==> config.mk <==
export PLATFORM = sky130hd
export DESIGN_NAME = pwm_core_sched
export DESIGN_NICKNAME = d
export VERILOG_FILES = /design/src/rtl/pwm_core_sched.sv
export SDC_FILE = /design/constraint.sdc
export NUM_CORES = 1
export LEC_CHECK = 0
export ABC_AREA = 1
export BUFFER_PORTS_ARGS = -buffer_cell sky130_fd_sc_hd__buf_2
export CAP_MARGIN = 20
export CORE_AREA = 2 2 148 150
export DETAILED_ROUTE_END_ITERATION = 10
export DIE_AREA = 0 0 150 152
export GPL_ROUTABILITY_DRIVEN = 0
export MAX_ROUTING_LAYER = met4
export PLACE_DENSITY = 0.61
export REMOVE_ABC_BUFFERS = 1
export SYNTH_ARGS = -nofsm -noshare
export SYNTH_HDL_FRONTEND = slang
export SYNTH_HIERARCHICAL = 1
export SYNTH_SLANG_ARGS = --single-unit
==> constraint.sdc <==
create_clock -name HCLK -period 5.07 [get_ports HCLK]
set_input_delay 0.2535 -clock HCLK [delete_from_list [all_inputs] [get_ports HCLK]]
set_output_delay 0.2535 -clock HCLK [all_outputs]
set_load 0.03 [all_outputs]
==> src/rtl/pwm_core_sched.sv <==
// Round-robin scheduler sharing one gen_pwm HLS core (ap_ctrl_hs) among NCH channel requesters.
// Optional abort of hung transactions is compiled in with PWM_SCHED_TIMEOUT_EN.

module pwm_sched_lane (
    input  logic       HCLK,
    input  logic       HRESET,
    input  logic       ack_set,
    input  logic       wr_en,
    input  logic [7:0] wr_data,
    output logic       ack,
    output logic [7:0] out_q
);
    always_ff @(posedge HCLK) begin
        if (HRESET) begin
            ack   <= 1'b0;
            out_q <= 8'h00;
        end else begin
            ack <= ack_set;
            if (wr_en) out_q <= wr_data;
        end
    end
endmodule

module pwm_core_sched #(
    parameter int NCH         = 4,
    parameter int TIMEOUT_CYC = 1024
) (
    input  logic              HCLK,
    input  logic              HRESET,
    input  logic [NCH-1:0]    ch_req,
    input  logic [NCH*32-1:0] ch_freq,
    input  logic [NCH*32-1:0] ch_duty,
    output logic [NCH-1:0]    ch_ack,
    output logic [NCH*8-1:0]  ch_out,
    output logic              ap_start,
    input  logic              ap_done,
    input  logic              ap_idle,
    input  logic              ap_ready,
    output logic [31:0]       core_freq,
    output logic [31:0]       core_duty,
    input  logic [7:0]        core_out,
    input  logic              core_out_vld,
    output logic              busy,
    output logic              timeout_err
);
    localparam int IW = (NCH > 1) ? $clog2(NCH) : 1;

    if (NCH < 1 || NCH > 16 || TIMEOUT_CYC < 1) begin : g_bad_param
        $error("pwm_core_sched: NCH must be 1..16 and TIMEOUT_CYC >= 1");
    end

    typedef enum logic [1:0] {S_IDLE, S_START, S_WAIT, S_DONE} state_t;

    typedef struct packed {
        logic [31:0] freq;
        logic [31:0] duty;
    } core_req_t;

    state_t    state, state_nxt;
    core_req_t core_q;
    logic [IW-1:0] rr_ptr, sel_q, sel_c, idx;
    logic      found, grant, tmo_hit, done_in, active, cap_in;
    logic [7:0] cap_data, fin_data;
    logic      cap_vld, fin_vld;
    logic [NCH-1:0] lane_wr, lane_ack;

    assign core_freq = core_q.freq;
    assign core_duty = core_q.duty;
    assign active    = (state == S_START) || (state == S_WAIT);
    assign cap_in    = active && core_out_vld;

    // A valid arriving on the same edge that finishes the transaction still wins.
    assign fin_vld  = cap_in | cap_vld;
    assign fin_data = cap_in ? core_out : cap_data;

    // First requester after the last-served channel, wrapping.
    always_comb begin
        sel_c = rr_ptr;
        found = 1'b0;
        idx   = rr_ptr;
        for (int k = 1; k <= NCH; k++) begin
            idx = IW'((int'(rr_ptr) + k) % NCH);
            if (!found && ch_req[idx]) begin
                sel_c = idx;
                found = 1'b1;
            end
        end
    end

`ifdef PWM_SCHED_TIMEOUT_EN
    localparam int TW = $clog2(TIMEOUT_CYC + 1);
    logic [TW-1:0] tmo_cnt;
`endif

    always_comb begin
        state_nxt = state;
        grant     = 1'b0;
        tmo_hit   = 1'b0;
        case (state)
            S_IDLE: begin
                if (|ch_req && ap_idle) begin
                    grant     = 1'b1;
                    state_nxt = S_START;
                end
            end
            S_START: begin
                if (ap_ready && ap_done) state_nxt = S_DONE;
                else if (ap_ready)       state_nxt = S_WAIT;
            end
            S_WAIT: begin
                if (ap_done) state_nxt = S_DONE;
            end
            S_DONE: state_nxt = S_IDLE;
            default: state_nxt = S_IDLE;
        endcase
`ifdef PWM_SCHED_TIMEOUT_EN
        if (active && state_nxt != S_DONE && tmo_cnt == TW'(TIMEOUT_CYC - 1)) begin
            tmo_hit   = 1'b1;
            state_nxt = S_DONE;
        end
`endif
    end

    assign done_in = (state != S_DONE) && (state_nxt == S_DONE);

    always_ff @(posedge HCLK) begin
        if (HRESET) state <= S_IDLE;
        else        state <= state_nxt;
    end

    always_ff @(posedge HCLK) begin
        if (HRESET) begin
            ap_start <= 1'b0;
            busy     <= 1'b0;
            rr_ptr   <= IW'(NCH - 1);
            sel_q    <= '0;
            core_q   <= '0;
            cap_data <= 8'h00;
            cap_vld  <= 1'b0;
        end else begin
            ap_start <= (state_nxt == S_START);
            busy     <= (state_nxt != S_IDLE);
            if (grant) begin
                sel_q       <= sel_c;
                core_q.freq <= ch_freq[32*sel_c +: 32];
                core_q.duty <= ch_duty[32*sel_c +: 32];
                cap_vld     <= 1'b0;
            end else if (cap_in) begin
                cap_data <= core_out;
                cap_vld  <= 1'b1;
            end
            if (state == S_DONE) rr_ptr <= sel_q;
        end
    end

`ifdef PWM_SCHED_TIMEOUT_EN
    always_ff @(posedge HCLK) begin
        if (HRESET) begin
            tmo_cnt     <= '0;
            timeout_err <= 1'b0;
        end else begin
            if (grant)       tmo_cnt <= '0;
            else if (active) tmo_cnt <= tmo_cnt + TW'(1);
            if (tmo_hit) timeout_err <= 1'b1;
        end
    end
`else
    assign timeout_err = 1'b0;
`endif

    // Ack and result land together, both visible during the DONE cycle.
    for (genvar i = 0; i < NCH; i++) begin : g_lane
        assign lane_ack[i] = done_in && (sel_q == IW'(i));
        assign lane_wr[i]  = lane_ack[i] && !tmo_hit && fin_vld;

        pwm_sched_lane u_lane (
            .HCLK    (HCLK),
            .HRESET  (HRESET),
            .ack_set (lane_ack[i]),
            .wr_en   (lane_wr[i]),
            .wr_data (fin_data),
            .ack     (ch_ack[i]),
            .out_q   (ch_out[8*i +: 8])
        );
    end

endmodule

==> results of run 1 <==
-- stage by stage --
step                      total power (W)  hold WS [ns]  instances  util [%]  worst slack (ns)
after floorplan                   0.00162         0.323       1227         -             0.749
after global placement            0.00195         0.432       1890      43.9              2.00
after detailed placement          0.00196         0.435       1890      43.9              1.93
after CTS                         0.00319         0.163       1922      46.7              1.90
after global routing              0.00334         0.180       1932      46.9              1.52
final                             0.00316         0.181       1932      46.9              1.83
-- logic make-up (layout without fill, tap and decap cells) --
logic type / Yosys count / count (layout) / synth area share [%]
AOI/OAI and AO/OA: 30 / 30 / 2.13
other: 1 / 9 / 0.0494
and+or+nand+nor: 894 / 894 / 50.4
DFF: 117 / 117 / 30.9
adders and majority gates: 5 / 5 / 0.825
buffers and inverters: 263 / 597 / 15.8
-- cell usage after synthesis --
library cell    n
a21oi_1         6
buf_1           6
buf_2          38
buf_4          17
buf_6          13
clkbuf_1        9
clkinv_1        1
conb_1          1
dfxtp_1       117
ha_1            5
inv_1         174
inv_2           5
nand2_1       528
nand2_2         8
nand3_1       239
nand3_2         1
nand3b_1       31
nand4_1         3
nor2_1         77
nor2_2          4
nor3_1          1
o21ai_0        15
o22ai_1         9
or2_0           1
or2_2           1
-- flip-flops by register name, summed over array words and instances, names as in the netlist --
signal	cells
cap_vld	1
g_lane.u_lane/ack	4
sel_q	2
cap_data	8
rr_ptr	2
core_duty	32
core_freq	32
g_lane.u_lane/out_q	32
state	2
busy	1
ap_start	1
-- area by class of cell --
type / count / area, um2 / area share, %
clock inverter: 14 / 168 / 1.67
inverter: 180 / 676 / 6.74
multi-input combinational: 930 / 4080 / 40.7
sequential: 117 / 2340 / 23.4
timing repair buffer: 385 / 1960 / 19.5
tap: 280 / 350 / 3.50
clock buffer: 18 / 429 / 4.28
antenna: 8 / 20.0 / 0.200
-- power groups by stage --
| stage | Combinational (W) | Sequential, W | Clock, W |
|---|---|---|---|
| after floorplan | 0.000446 | 0.00117 | 0 |
| after global placement | 0.000906 | 0.00105 | 0 |
| after detailed placement | 0.000906 | 0.00105 | 0 |
| after CTS | 0.000910 | 0.00103 | 0.00125 |
| after global routing | 0.00101 | 0.00104 | 0.00130 |
| final | 0.000906 | 0.00103 | 0.00123 |
-- per-layer routing --
layer	up-vias	wire (um)	track usage (%)
li1	4665	-	-
met1	4136	11700	29.8
met2	402	13600	41.4
met3	43	2420	5.44
met4	0	654	8.13
met5	-	0	-
-- worst min-delay path by stage --
stage	startpoint	end	slack, ns	cells past startpoint
finish	ch_freq[58]	core_freq[26]	0.18	5
global route	ch_freq[58]	core_freq[26]	0.18	5
CTS	ch_freq[50]	core_freq[18]	0.16	5
detailed placement	core_freq[26]	core_freq[26]	0.44	2
global placement	core_duty[23]	core_duty[23]	0.43	2
floorplan	HRESET	busy	0.32	1
-- worst register-to-register path: stages (launching register included) --
cell and delay [ns]:
dfxtp_1 0.58, inv_2 0.20, nand2_1 0.12, nand2_1 0.10
nand2_1 0.14, nand2_2 0.09, inv_2 0.10, nand2_1 0.09
nand2_4 0.25, buf_4 0.85, nand3_1 0.28, nand2_1 0.15
nand2_1 0.06, nand2_1 0.06, nand2_1 0.05, nand2_1 0.06
==> results.md, run 1 <==
* Core Area at 21400 um2
* PwrDens at 316 nW/um2
* Critical Path End: core_duty[9]
* Post-CTS Hold Fix Bufs at 0
* Final Skew at 0.0148 ns
* Final period util at 63.9%
* CTS tree: yes
* DP Wirelength at 20200 um
* Clock power share at 38.8%
* Fillers at 2346
* Worst skew pair latency at 0.42 ns
* RSZ-0062 raised after global routing: false
* Sequential fraction of the synthesis area at 30.9%
* Net Sw Frac at 35.7%
* DRC viols at 0
* Top cell type's share of synthesized area at 30.9%
* Area contributors post-synth: dfxtp_1, nand2_1, nand3_1
* CP max FO at 104
* Post-DP Area at 9380 um2
* CTS Buf Count at 17
* Initial core utilization at 35.5%
* CP peak stage delay at 0.85 ns
* Final nets at 1910
* Top delay family on crit path: simple AND/OR/NAND/NOR gates
* Average instance area after synthesis at 5.79 um2
* Endpoints failing hold at 0
* Vias at 9246
* Switching power at 0.00113 W
* Critical path required time at 5.43 ns
* Reg power frac at 32.6%
* Fin area at 10000 um2
* Port Buf Inserts at 375
* WL/cell at 14.7 um
* Status: completed
* P_int at 0.00203 W
* Pre-antenna DRT Iters at 5
* Most common cell after layout, fill and taps aside: nand2_1
* Worst Tran Pin Value at 1.14 ns
* WP data arrival at 3.60 ns
* Reg2reg path depth at 15
* Clk pin slew, worst setup/hold paths at 0.06 ns
* Die X at 150 um
* Slowest-stage cell, CP: buf_4
* Commonest cells after routing, fill and taps aside: nand2_1, buf_2, nand3_1
* First-pass GRT wire length at 43800 um
* Setup TNS at 0 ns
* I/O Pins at 377
* Initial DRC count at 604
* Post-Syn Instances at 1310
* Worst rel slew slack at 24.2%
* Post-CTS Resized at 0
* Count of different cell masters after synthesis at 25
* Row count at 54
* Layout cell share with drive strength beyond 1 at 26.6%
* Synthesized area at 7590 um2
* Post-CTS setup buffers at 0
* Synth area leader: dfxtp_1
* Crit path capture type: flop
* Total die area at 22800 um2
* Fin crit period at 3.24 ns
* FF-to-FF Start: rr_ptr[0]
* Worst VDD drop at 0.205 mV
* WL final at 28400 um
* Yosys warns at 6
* Worst path bufs/invs at 3
* R2r setup slk at 1.83 ns
* Crit start category: flop
* Largest net degree at the start of global routing at 105
* Seq cells post-synth at 117
* Die height at 152 um
* Setup violators final at 0
* Layout Area Growth over Synthesis at 32.0%
* Number of cells on the critical path at 15
* Congestion Overflow GR at 0
* Crit path kind: flop to flop
* CTS Root Cell: clkbuf_16
* Antenna violations before repair at 8
* GRT Total Usage at 24.9%
* Cell Chain, Critical Path: inv_2 > nand2_1 > nand2_1 > nand2_1 > nand2_2 > inv_2 > nand2_1 > nand2_4 > buf_4 > nand3_1 > nand2_1 > nand2_1 > nand2_1 > nand2_1 > nand2_1
* CTS sink count at 117
* R2R Path End: core_duty[9]
* Comb pwr share at 28.6%
* Static Leak at 6.01 nW
* Max-cap viol count at 0
* Detail Route Antenna Nets at 0
* H-tree level count at 4
* Tightest Hold Check Type: input pin to flop
* Drt via density at 4.79
* Critical path startpoint: rr_ptr[0]
* Max Slew Vio Count at 0
* Cell mode on critical path: nand2_1
* Vias in the first global route at 8563
* Fmax at 0.309 GHz
* Clock Path Buffers at 2
No activity file was read; power rests on OpenSTA's default activity.
==> run 2: changes to the inputs <==
--- a/config.mk
+++ b/config.mk
@@ -5,15 +5,15 @@
 export SDC_FILE = /design/constraint.sdc
 export NUM_CORES = 1
 export LEC_CHECK = 0
-export ABC_AREA = 1
+export ABC_AREA = 0
 export BUFFER_PORTS_ARGS = -buffer_cell sky130_fd_sc_hd__buf_2
 export CAP_MARGIN = 20
-export CORE_AREA = 2 2 148 150
+export CORE_AREA = 2 2 145 147
 export DETAILED_ROUTE_END_ITERATION = 10
-export DIE_AREA = 0 0 150 152
+export DIE_AREA = 0 0 147 149
 export GPL_ROUTABILITY_DRIVEN = 0
 export MAX_ROUTING_LAYER = met4
-export PLACE_DENSITY = 0.61
+export PLACE_DENSITY = 0.59
 export REMOVE_ABC_BUFFERS = 1
 export SYNTH_ARGS = -nofsm -noshare
 export SYNTH_HDL_FRONTEND = slang
==> constraint.sdc (replaced) <==
create_clock -name HCLK -period 2.9 [get_ports HCLK]
set_input_delay 0.145 -clock HCLK [delete_from_list [all_inputs] [get_ports HCLK]]
set_output_delay 0.145 -clock HCLK [all_outputs]
set_load 0.03 [all_outputs]
==> run 2 against run 1 <==
Cell count is 33% lower; area after synthesis is 17% lower; critical endpoint is now g_lane[1].u_lane/out_q[5]; via count is 29% lower.
==> results.md, run 2 <==
* DP Wirelength at 17000 um
* Fin crit period at 2.54 ns
* Die X at 147 um
* Clk pin slew, worst setup/hold paths at 0.06 ns
* H-tree level count at 4
* Ys flop type: dfxtp_1
* Worst VDD drop at 0.374 mV
* Area contributors post-synth: dfxtp_1, mux2i_1, mux2_4
* Status: completed
* Synth area leader: dfxtp_1
* Most common cell after layout, fill and taps aside: buf_2
* Worst skew pair latency at 0.41 ns
* CP peak stage delay at 0.49 ns
* Crit path capture type: flop
* Endpoints failing hold at 0
* Initial core utilization at 30.7%
* Most frequent cell after synthesis: dfxtp_1
* Static Leak at 4.37 nW
* First-pass GRT wire length at 35400 um
* Antenna violations before repair at 5
* Post-DP Area at 8460 um2
* Tightest Hold Check Type: input pin to flop
* Port Buf Inserts at 375
* Worst Tran Pin Value at 0.710 ns
* Average instance area after synthesis at 9.88 um2
* Largest net degree at the start of global routing at 53
* Die height at 149 um
* Synthesized area at 6320 um2
* Core Area at 20600 um2
* Fin area at 9230 um2
* Seq cells post-synth at 117
* Total die area at 21900 um2
* Setup violators final at 0
* CTS sink count at 117
* Crit start category: flop
* Fmax at 0.394 GHz
* DRC viols at 0
* WP data arrival at 2.82 ns
* Max-cap viol count at 0
* Slowest-stage cell, CP: or3b_2
* Final Skew at 0.00941 ns
* Post-synth EDFFs at 0
* Asr flop ratio synth at 0%
* Layout Area Growth over Synthesis at 46.2%
* Sequential fraction of the synthesis area at 37.1%
* Count of different cell masters after synthesis at 45
* Worst rel slew slack at 52.6%
* Final worst setup slack at 0.361 ns
* Util after Layout at 44.9%
* Drt via density at 5.03
* CTS Root Cell: clkbuf_16
* Top cell type's share of synthesized area at 37.1%
* GRT Total Usage at 21.3%
* CP max FO at 8
* Crit path kind: flop to flop
* PwrDens at 576 nW/um2
* Clock Path Buffers at 2
* Final period util at 87.6%
* I/O Pins at 377
* WL final at 23400 um
* Final nets at 1289
* CTS Buf Count at 17
* Post-synth top cells: dfxtp_1, mux2i_1, a21oi_1
* Critical path required time at 3.18 ns
* Cell Chain, Critical Path: inv_1 > ha_1 > or3b_2 > a311oi_1 > nand3b_1 > nor3_1 > buf_4 > mux2i_1 > nor2_1
* Vias at 6530
* RSZ-0062 raised after global routing: false
* WL/cell at 18.0 um
* Initial DRC count at 301
* Vias in the first global route at 6360
* Detail Route Antenna Nets at 0
* Yosys warns at 6
* Congestion Overflow GR at 0
* Post-Syn Instances at 639
* CTS tree: yes
* Commonest cells after routing, fill and taps aside: buf_2, dfxtp_1, mux2i_1
* Pre-antenna DRT Iters at 5
* Layout cell share with drive strength beyond 1 at 46.9%
* Max Slew Vio Count at 0
* Row count at 53
* Fillers at 2049
* Pre-CTS setup slack at 0.424 ns
==> run 2: what timing repair did <==
item | CTS | global route
hold buffers | 16 | 0
setup buffers | 0 | 0
gates resized for setup | 0 | 0
endpoints found under the hold margin | 11 | 0
==> run 2: through the flow <==
stage	setup TNS (ns)	power, W	cells	hold WS [ns]
2_1_floorplan	-135.05	0.00266	576	0.214
3_3_place_gp	0	0.00315	1250	0.421
3_5_place_dp	0	0.00316	1250	0.426
4_1_cts	0	0.00539	1294	0.000775
5_1_grt	0	0.00556	1299	0.0222
6_report	0	0.00532	1299	0.0198
==> run 2: critical path: cells and delay by family, from the launching register on <==
| kind | cells | cell delay (ns) |
|---|---|---|
| AOI/OAI and AO/OA | 1 | 0.31 |
| adders and majority gates | 1 | 0.25 |
| buffers and inverters | 2 | 0.33 |
| DFF | 1 | 0.39 |
| muxes | 1 | 0.22 |
| and+or+nand+nor | 4 | 0.90 |
==> run 2: area by class of cell <==
cell class / count / area (um2) / area share (%)
Antenna cell: 5 / 12.5 / 0.136
Sequential cell: 117 / 2340 / 25.4
Inverter: 3 / 11.3 / 0.122
Clock inverter: 9 / 156 / 1.69
Timing Repair Buffer: 415 / 2250 / 24.4
Clock buffer: 19 / 443 / 4.80
Multi-Input combinational cell: 456 / 3670 / 39.7
Tap cell: 275 / 344 / 3.73
==> run 2: metal layers <==
metal / vias to the layer above / wire, um / track usage, % / share of wire (%)
met4: 0 / 325 / 5.82 / 1.4
met1: 3060 / 9770 / 25.5 / 42
met2: 256 / 11500 / 35.1 / 49
met5: - / 0 / - / 0
met3: 24 / 1850 / 6.27 / 7.9
li1: 3190 / - / - / -
==> run 2: power breakdown <==
part / internal [W] / switching (W)
logic: 0.000573 / 0.000755
registers: 0.00174 / 0.0000694
clock network: 0.00144 / 0.000744
==> run 2: path summary, 6_finish.rpt <==
check	startpoint	end	slack (ns)	depth (start not counted)
setup / recovery	state[0]	g_lane[1].u_lane/out_q[5]	0.36	9
hold reg to reg	core_duty[9]	core_duty[9]	0.46	2
setup reg to reg	state[0]	g_lane[1].u_lane/out_q[5]	0.36	9
hold / removal	ch_freq[45]	core_freq[13]	0.02	3
==> run 2: logic make-up after synthesis <==
family | synth area share (%)
buffers and inverters | 5.45
DFF | 37.1
other | 0.0594
AOI/OAI and AO/OA | 21.9
adders and majority gates | 0.990
and+or+nand+nor | 10.4
muxes | 24.2
